==> config.mk <==
export PLATFORM = sky130hd
export DESIGN_NAME = rs232_tx
export DESIGN_NICKNAME = d
export VERILOG_FILES = /design/src/rtl/rs232_tx.sv
export SDC_FILE = /design/constraint.sdc
export NUM_CORES = 1
export LEC_CHECK = 0
export BUFFER_PORTS_ARGS = -buffer_cell sky130_fd_sc_hd__buf_2
export CAP_MARGIN = 15
export CORE_AREA = 10 10 102 104
export CTS_CLUSTER_DIAMETER = 150
export DETAILED_ROUTE_END_ITERATION = 12
export DIE_AREA = 0 0 112 114
export HOLD_SLACK_MARGIN = 0.02
export PLACE_DENSITY = 0.58
export SLEW_MARGIN = 20
export SYNTH_ARGS = -nofsm -noshare
export SYNTH_HDL_FRONTEND = slang
export SYNTH_SLANG_ARGS = --single-unit
==> constraint.sdc <==
create_clock -name clk -period 3.1 [get_ports clk]
set_clock_uncertainty 0.05 [all_clocks]
set_input_delay 0.155 -clock clk [delete_from_list [all_inputs] [get_ports clk]]
set_output_delay 0.155 -clock clk [all_outputs]
set_load 0.01 [all_outputs]
==> src/rtl/rs232_tx.sv <==
// 8N1 UART transmitter: valid/ready byte FIFO feeding a start/data/stop serialiser.
// TX idles high; frames are sent back-to-back while the FIFO holds data.
module rs232_tx #(
  parameter int CLK_HZ     = 12000000,
  parameter int BAUD       = 9600,
  parameter int FIFO_DEPTH = 4
) (
  input  logic       clk,
  input  logic       resetn,
  input  logic [7:0] data,
  input  logic       valid,
  output logic       ready,
  output logic       TX,
  output logic       busy
);

  localparam int PERIOD = CLK_HZ / BAUD;
  localparam int BW     = (PERIOD > 1) ? $clog2(PERIOD) : 1;
  localparam int PW     = (FIFO_DEPTH > 1) ? $clog2(FIFO_DEPTH) : 1;
  localparam int CW     = $clog2(FIFO_DEPTH + 1);
  localparam logic [BW-1:0] BAUD_LAST = BW'(PERIOD - 1);
  localparam logic [CW-1:0] CNT_FULL  = CW'(FIFO_DEPTH);

  typedef enum logic [1:0] {S_IDLE, S_START, S_DATA, S_STOP} state_t;

  state_t        r_state, w_state_nxt;
  logic [7:0]    r_mem [FIFO_DEPTH];
  logic [PW-1:0] r_wr_ptr, r_rd_ptr;
  logic [CW-1:0] r_count;
  logic [BW-1:0] r_baud;
  logic [2:0]    r_bit;
  logic [7:0]    r_shift;
  logic          r_tx;
  logic          w_push, w_pop, w_empty, w_wrap, w_shift, w_tx_nxt;

  // ready deliberately ignores a same-cycle pop so it depends on count alone
  assign ready   = (r_count != CNT_FULL);
  assign w_push  = valid && ready;
  assign w_empty = (r_count == '0);
  assign w_wrap  = (r_baud == BAUD_LAST);
  assign TX      = r_tx;
  assign busy    = (r_state != S_IDLE) || !w_empty;

  always_ff @(posedge clk or negedge resetn) begin
    if (!resetn) r_state <= S_IDLE;
    else         r_state <= w_state_nxt;
  end

  always_comb begin
    w_state_nxt = r_state;
    case (r_state)
      S_IDLE:  if (!w_empty) w_state_nxt = S_START;
      S_START: if (w_wrap) w_state_nxt = S_DATA;
      S_DATA:  if (w_wrap && r_bit == 3'd7) w_state_nxt = S_STOP;
      S_STOP:  if (w_wrap) w_state_nxt = w_empty ? S_IDLE : S_START;
      default: w_state_nxt = S_IDLE;
    endcase
  end

  always_comb begin
    w_pop    = 1'b0;
    w_shift  = 1'b0;
    w_tx_nxt = r_tx;
    case (r_state)
      S_IDLE: begin
        w_tx_nxt = 1'b1;
        if (!w_empty) begin
          w_pop    = 1'b1;
          w_tx_nxt = 1'b0;
        end
      end
      S_START: if (w_wrap) w_tx_nxt = r_shift[0];
      S_DATA: begin
        if (w_wrap) begin
          if (r_bit == 3'd7) begin
            w_tx_nxt = 1'b1;
          end else begin
            w_shift  = 1'b1;
            w_tx_nxt = r_shift[1];
          end
        end
      end
      S_STOP: begin
        if (w_wrap) begin
          w_pop    = !w_empty;
          w_tx_nxt = w_empty;
        end
      end
      default: w_tx_nxt = 1'b1;
    endcase
  end

  always_ff @(posedge clk or negedge resetn) begin
    if (!resetn) begin
      r_baud  <= '0;
      r_bit   <= '0;
      r_shift <= '0;
      r_tx    <= 1'b1;
    end else begin
      r_tx <= w_tx_nxt;
      if (r_state == S_IDLE || w_wrap) r_baud <= '0;
      else                             r_baud <= r_baud + 1'b1;
      if (r_state != S_DATA) r_bit <= '0;
      else if (w_wrap)       r_bit <= r_bit + 1'b1;
      if (w_pop)        r_shift <= r_mem[r_rd_ptr];
      else if (w_shift) r_shift <= {1'b0, r_shift[7:1]};
    end
  end

  always_ff @(posedge clk or negedge resetn) begin
    if (!resetn) begin
      r_wr_ptr <= '0;
      r_rd_ptr <= '0;
      r_count  <= '0;
    end else begin
      if (w_push) r_wr_ptr <= r_wr_ptr + 1'b1;
      if (w_pop)  r_rd_ptr <= r_rd_ptr + 1'b1;
      case ({w_push, w_pop})
        2'b10:   r_count <= r_count + 1'b1;
        2'b01:   r_count <= r_count - 1'b1;
        default: r_count <= r_count;
      endcase
    end
  end

  always_ff @(posedge clk) begin
    if (w_push) r_mem[r_wr_ptr] <= data;
  end

endmodule

==> flow_summary.toml, run 1 <==
[synth]
synthTopCellsByArea = "edfxtp_1 33%, dfrtp_1 26%, mux4_2 6.1%"
synth_cell_type_count = 35
netlist_instances = 198
syn_avg_cell_area_sq_um = 14.9
async_reset_ff_share_pct = 50.0
yosysWarnings = 0
synth_commonest_cells = "32 x edfxtp_1, 31 x dfrtp_1, 15 x nor2_1"
synth_fp_nets = 223
yosysSeqAreaShare_pct = 59.8
synth_edf_count = 32
synthFlopType = "edfxtp_1"
ys_seq_elements = 64
synth_top_area_share_pct = 32.6
synth_most_common_cell = "edfxtp_1"
netlist_area_sq_um = 2950
synth_top_cell_by_area = "edfxtp_1"

[sta]
finalCritPeriodShare_pct = 81.3
hold_viol = 0
finalSetupViolations = 0
max_freq_mhz = 397
rsz0062_at_grt = "no"
tns_ns = 0
fin_crit_ns = 2.52
worstMarginPinSlew_ns = 0.744
max_slew_margin_pct = 50.4
drv_slew = 0

[finish]
final_core_util_pct = 40.7
n_fill_cell = 752
nNetsFinal = 253
seqCellArea_sq_um = 1760
multi_input_area_sq_um = 1120
final_layout_size_suffix_gt1_share_pct = 25.3
num_antenna_cells = 0
area_growth_pct = 17.0

[worst_setup_path]
max_stage_delay_ns = 0.42
crit_required_ns = 3.31
rr_endpoint = "r_count[2]"
worstSetupEndpointType = "flop"
r2r_slack_ns = 0.58
crit_slowest_cell = "dfrtp_1"
crit_top_cell = "inv_1"
crit_arrival_ns = 2.73
crit_family = "adder cells"
worstPathCellList = "inv_1 -> ha_1 -> nor4b_4 -> a41oi_1 -> nand2b_1 -> inv_1 -> ha_1 -> inv_1 -> fa_1 -> xor2_1 -> nor2_1 -> xor2_1"
start_kind = "flop"
cp_max_fo = 4
crit-reg2reg-launch = "r_baud[1]"
cp_num_buf_inv = 3
critPathKind = "reg2reg"
rr_worst_depth = 12

[clock_network]
cts_sinks = 64
clk_pin_slew_ns = 0.08
clk_latency_ns = 0.33
clk_path_buf_depth = 2
cts_tree = "done"
root_buffer = "clkbuf_8"
cts_max_level = 3
numCtsBuffers = 9

[placement]
port_buffers = 13
gp_congestion = 0.735
dp_hpwl_microns = 3220

[grt]
grt_usage_pct = 7.68
grt_pass1_vias = 1625
antenna_found_initial = 0
grt_start_max_net_pins = 33
grt_pass1_wl_microns = 7890
grt_overflow_total = 0

[detailed_routing]
vias_per_cell = 4.66
wl_microns = 4680
routedWlPerCell_microns = 13.7
drc = 0
drtIter0Drc = 55
via_count = 1590
first_pass_iters = 4
ant_nets = 0

[power_and_ir_drop]
power_mw = 2.13
ir_drop_mv = 0.569
p_leak_nw = 1.45
power_density_nw_per_um2 = 619

[run_status]
status = "finished clean"

[floorplanning]
placementRows = 34
dieHeight_microns = 114
coreArea_sq_um = 8470
die_area_sq_um = 12800
ioPinCount = 14
start_util_pct = 34.8
die-width_microns = 112

[min_path]
worst_hold_path_type = "in2reg"
hold_start = "valid"
hold_depth = 3
whs_endpoint = "r_wr_ptr[0]"

[run]
max-cap-violations = 0
## where the power goes
| part | switching (mW) | internal [mW] | total [mW] |
|---|---|---|---|
| Clock | 0.337 | 0.477 | 0.815 |
| Combinational | 0.148 | 0.109 | 0.257 |
| Sequential | 0.0413 | 1.02 | 1.06 |
## cell families after synthesis
family	count (synthesis)	share of synthesized area, %
buffers and inverters	15	2.25
adder cells (fa/ha/maj)	14	6.20
AO/OA/AOI/OAI	8	1.91
multiplexers	28	14.5
XOR/XNOR	16	4.76
AND/OR/NAND/NOR	53	10.6
flip-flops	64	59.8
## sequential cells by signal (all words and copies together), names as in the netlist
signal    cells
r_wr_ptr      2
r_shift       8
r_rd_ptr      2
r_bit         3
r_baud       11
TX            1
r_state       2
r_count       3
r_mem        32
## layout by cell type (no fill, tap or decap)
master,netlist,routed
edfxtp_1,32,32
dfrtp_1,31,31
nor2_1,15,15
ha_1,13,13
buf_2,2,13
inv_1,11,11
clkbuf_8,0,10
xnor2_1,9,9
mux2_2,9,9
dlygate4sd3_1,0,9
mux4_2,8,8
xor2_1,7,7
mux2_4,7,7
nand2_1,6,6
nand3_1,5,5
and3_1,5,5
and2_1,4,4
nor3_1,4,4
mux2i_1,4,4
nand2b_1,3,3
nand4_1,3,3
nor2b_1,3,3
clkinvlp_4,0,3
a41oi_1,2,2
o21ai_0,2,2
bufinv_16,0,2
dfstp_2,1,1
and4bb_1,1,1
nor4b_4,1,1
and4_2,1,1
nand4_4,1,1
a21oi_1,1,1
a31o_2,1,1
o22a_1,1,1
a31oi_1,1,1
nand3b_1,1,1
fa_1,1,1
inv_6,0,1
buf_4,0,1
## stage by stage
step / area, sq um / hold WS (ns) / std cells / setup slack (ns)
3_3_place_gp: 3130 / 0.213 / 316 / 0.662
2_1_floorplan: 2950 / -0.191 / 198 / 0.642
6_report: 3450 / 0.184 / 341 / 0.581
5_1_grt: 3450 / 0.192 / 341 / 0.371
4_1_cts: 3450 / 0.173 / 341 / 0.547
3_5_place_dp: 3130 / 0.225 / 316 / 0.574
## worst min-delay path, delay by kind of cell
family,cells,cell delay (ns)
xor+xnor,1,0.08
simple gates,1,0.19
buf+inv,1,0.11
## worst max path at each step
stage / start / to / slack, ns / depth (start not counted)
after floorplan: r_baud[1] / r_count[2] / 0.64 / 13
after global placement: r_baud[1] / r_count[2] / 0.66 / 12
after detailed placement: r_baud[1] / r_count[2] / 0.57 / 12
after CTS: r_baud[1] / r_count[2] / 0.55 / 12
after global routing: r_baud[1] / r_count[2] / 0.37 / 12
final: r_baud[1] / r_count[2] / 0.58 / 12
## per-layer routing
layer,GRT usage [%],part of all wire (%),wire [microns]
met3,2.83,3.2,151
met5,0,0,0
met1,8.58,45,2110
met4,2.79,1.3,61
met2,13.2,50,2360
## final cells by class
| cell class | count | share of cell area [%] |
|---|---|---|
| timing repair buffer | 23 | 4.72 |
| sequential | 64 | 51.1 |
| multi-input combinational | 119 | 32.4 |
| clock inverter | 6 | 2.65 |
| clock buffer | 10 | 3.99 |
| tap | 108 | 3.92 |
| inverter | 11 | 1.20 |
## repair_timing
item                      CTS  global route
hold buffers                9             0
hold endpoints to repair   63             0
setup buffers               0             0
resized for setup           0             0
(Power assumes the default switching activity.)
==> run 2: changes to the inputs <==
ABC_AREA = 1   (was not set)
CORE_AREA = 10 10 104 106   (was 10 10 102 104)
DIE_AREA = 0 0 114 116   (was 0 0 112 114)
PLACE_DENSITY = 0.57   (was 0.58)
clock period = 2.5 ns   (was 3.1 ns; I/O delays follow)
==> run 2 against run 1 <==
  * Combinational power increased by 38%
  * Clock power barely moved
  * Design area up 4.9%
  * Register-to-register slack worse by 0.43 ns
  * Utilization rose by 0.96 points
  * Die area rose by 3.6%
  * Global-route usage grew 1.9 points
  * Cell count grew 37%
  * Critical path depth rose by 2
  * Total power rose by 16%
  * Synthesized cell count grew 57%
  * Sequential power grew 25%
  * Critical endpoint unchanged
  * Largest cell class unchanged
  * Largest power group unchanged
==> flow_summary.toml, run 2 <==
[finish]
reg.largest.list = "r_mem: 32 flops, r_baud: 11 flops, r_shift: 8 flops"
final_cells = 468
multi_input_area_sq_um = 1110
num_antenna_cells = 0
nNetsFinal = 380
layout_commonest_cell = "nor2_1"
final_layout_size_suffix_gt1_share_pct = 18.9
largest_reg_flops = 32
seqCellArea_sq_um = 1760
n_fill_cell = 848
final_cell_mix = "47 x nor2_1, 41 x nand2_1, 34 x inv_1, 32 x edfxtp_1, 31 x dfrtp_1"
stdcell_area_sq_um = 3620
regMostFlops = "r_mem"
area_growth_pct = 18.6

[run_status]
status = "finished clean"

[synth]
ys_seq_elements = 64
synth_fp_nets = 336
synthFlopType = "edfxtp_1"
yosysSeqAreaShare_pct = 57.8
synth_most_common_cell = "nor2_1"
netlist_instances = 311
synth_top_cell_by_area = "edfxtp_1"
synth_commonest_cells = "49 x nor2_1, 41 x nand2_1, 36 x inv_1"
yosysWarnings = 0
async_reset_ff_share_pct = 50.0
synth_edf_count = 32
synthTopCellsByArea = "edfxtp_1 32%, dfrtp_1 25%, nor2_1 6.0%"
syn_avg_cell_area_sq_um = 9.81
synth_top_area_share_pct = 31.5
netlist_area_sq_um = 3050
synth_cell_type_count = 28

[placement]
dp_hpwl_microns = 4020
dp.cells = 434
port_buffers = 13
gp_congestion = 0.791
placed_cell_area_sq_um = 3270

[floorplanning]
placementRows = 34
coreArea_sq_um = 8680
die_area_sq_um = 13200
start_util_pct = 35.1
die-width_microns = 114
ioPinCount = 14
dieHeight_microns = 116

[detailed_routing]
ant_nets = 0
first_pass_iters = 4
vias_per_cell = 4.61
drtIter0Drc = 59
wl_microns = 5930
via_count = 2157
routedWlPerCell_microns = 12.7
drc = 0

[worst_setup_path]
worstSetupEndpointType = "flop"
crit_arrival_ns = 2.55
cp_max_fo = 4
start_kind = "flop"
critPathKind = "reg2reg"
crit_required_ns = 2.69

[power_and_ir_drop]
pwr-share-comb_pct = 14.2
p_sw_mw = 0.720
power_density_nw_per_um2 = 686
p_leak_nw = 1.54
power_mw = 2.48
seqPwrFrac_pct = 53.0
switching_share_pct = 29.0
ir_drop_mv = 0.447
p_int_mw = 1.76
power_frac_clock_pct = 32.8

[clock_network]
cts_tree = "done"
cts_sinks = 64
root_buffer = "clkbuf_8"
clk_path_buf_depth = 2
numCtsBuffers = 9
clk_pin_slew_ns = 0.07
cts_max_level = 3
clk_latency_ns = 0.36

[min_path]
worst_hold_path_type = "in2reg"

[grt]
globalRouteMet2Util_pct = 15.3
grt_usage_pct = 9.58
use_met3_pct = 3.31
grt_util_met1_pct = 11.2
grt_pass1_vias = 2139
grt_overflow_total = 0
grt_pass1_wl_microns = 10000
grt_most_used_layer = "met2"
grt_start_max_net_pins = 33
antenna_found_initial = 0

[sta]
drv_slew = 0
fin_crit_ns = 2.35
finalCritPeriodShare_pct = 94.2
hold_viol = 0
max_slew_margin_pct = 51.2
finalSetupViolations = 0
max_freq_mhz = 425
worstMarginPinSlew_ns = 0.732

[run]
max-cap-violations = 0
==> run 2: power groups by stage <==
| stage | clock [mW] | combinational, mW | sequential [mW] |
|---|---|---|---|
| final | 0.814 | 0.354 | 1.32 |
| after global routing | 0.887 | 0.409 | 1.33 |
| after CTS | 0.842 | 0.352 | 1.31 |
| after detailed placement | 0 | 0.340 | 1.34 |
| after global placement | 0 | 0.331 | 1.34 |
| after floorplan | 0 | 0.215 | 1.33 |
==> run 2: layout make-up <==
class / instances / share of cell area, %
clock buffer: 9 / 3.42
sequential: 64 / 48.7
tap: 108 / 3.73
multi-input combinational: 202 / 30.8
inverter: 40 / 4.15
timing repair buffer: 38 / 7.61
clock inverter: 7 / 1.56
==> run 2: logic make-up (layout without fill, tap and decap cells) <==
family                   count (synthesis)  count (layout)  synth area share, %
AND/OR/NAND/NOR                        135             135                 20.1
buffers and inverters                   45              94                 6.03
AO/OA/AOI/OAI                           47              47                 8.08
adder cells (fa/ha/maj)                 14              14                 5.99
XOR/XNOR                                 6               6                 1.97
flip-flops                              64              64                 57.8
==> run 2: metrics by stage <==
step	worst slack (ns)	setup TNS (ns)	utilization, %	hold slack (ns)
global placement	0.109	0	37.7	0.188
CTS	0.0425	0	40.8	0.187
global route	-0.0442	-0.0442	41.7	0.234
finish	0.146	0	41.7	0.197
floorplan	0.0796	0	-	-0.221
detailed placement	0.0475	0	37.7	0.197
==> run 2: what timing repair did <==
item	4_1_cts	5_1_grt
hold buffers	9	0
buffers inserted	0	9
endpoints found under the hold margin	63	0
gates resized for setup	0	7
endpoints found under the setup margin	0	1
==> run 2: path summary, 6_finish.rpt <==
check | start | end | slack (ns) | cells past startpoint
setup / recovery | r_baud[1] | r_count[2] | 0.15 | 14
hold / removal | valid | r_wr_ptr[0] | 0.20 | 3
setup reg to reg | r_baud[1] | r_count[2] | 0.15 | 14
hold reg to reg | TX | TX | 0.45 | 2
max in group asynchronous | resetn | r_shift[4] | 1.62 | 2
min in group asynchronous | resetn | r_baud[9] | 0.31 | 2
==> run 2: worst max-delay path: stages (launching register included) <==
cell     delay, ns
dfrtp_1       0.39
inv_1         0.06
ha_1          0.15
inv_1         0.05
nor2_2        0.13
nand3_2       0.14
nor2_4        0.19
nand2_4       0.08
nand2_4       0.07
ha_1          0.13
inv_1         0.08
fa_2          0.36
a21oi_2       0.14
o21ai_1       0.08
xor2_1        0.14
==> run 2: layer usage <==
metal | wire length [microns] | share of wire, %
met4 | 125 | 2.1
met5 | 0 | 0
met1 | 2760 | 47
met3 | 230 | 3.9
met2 | 2820 | 47
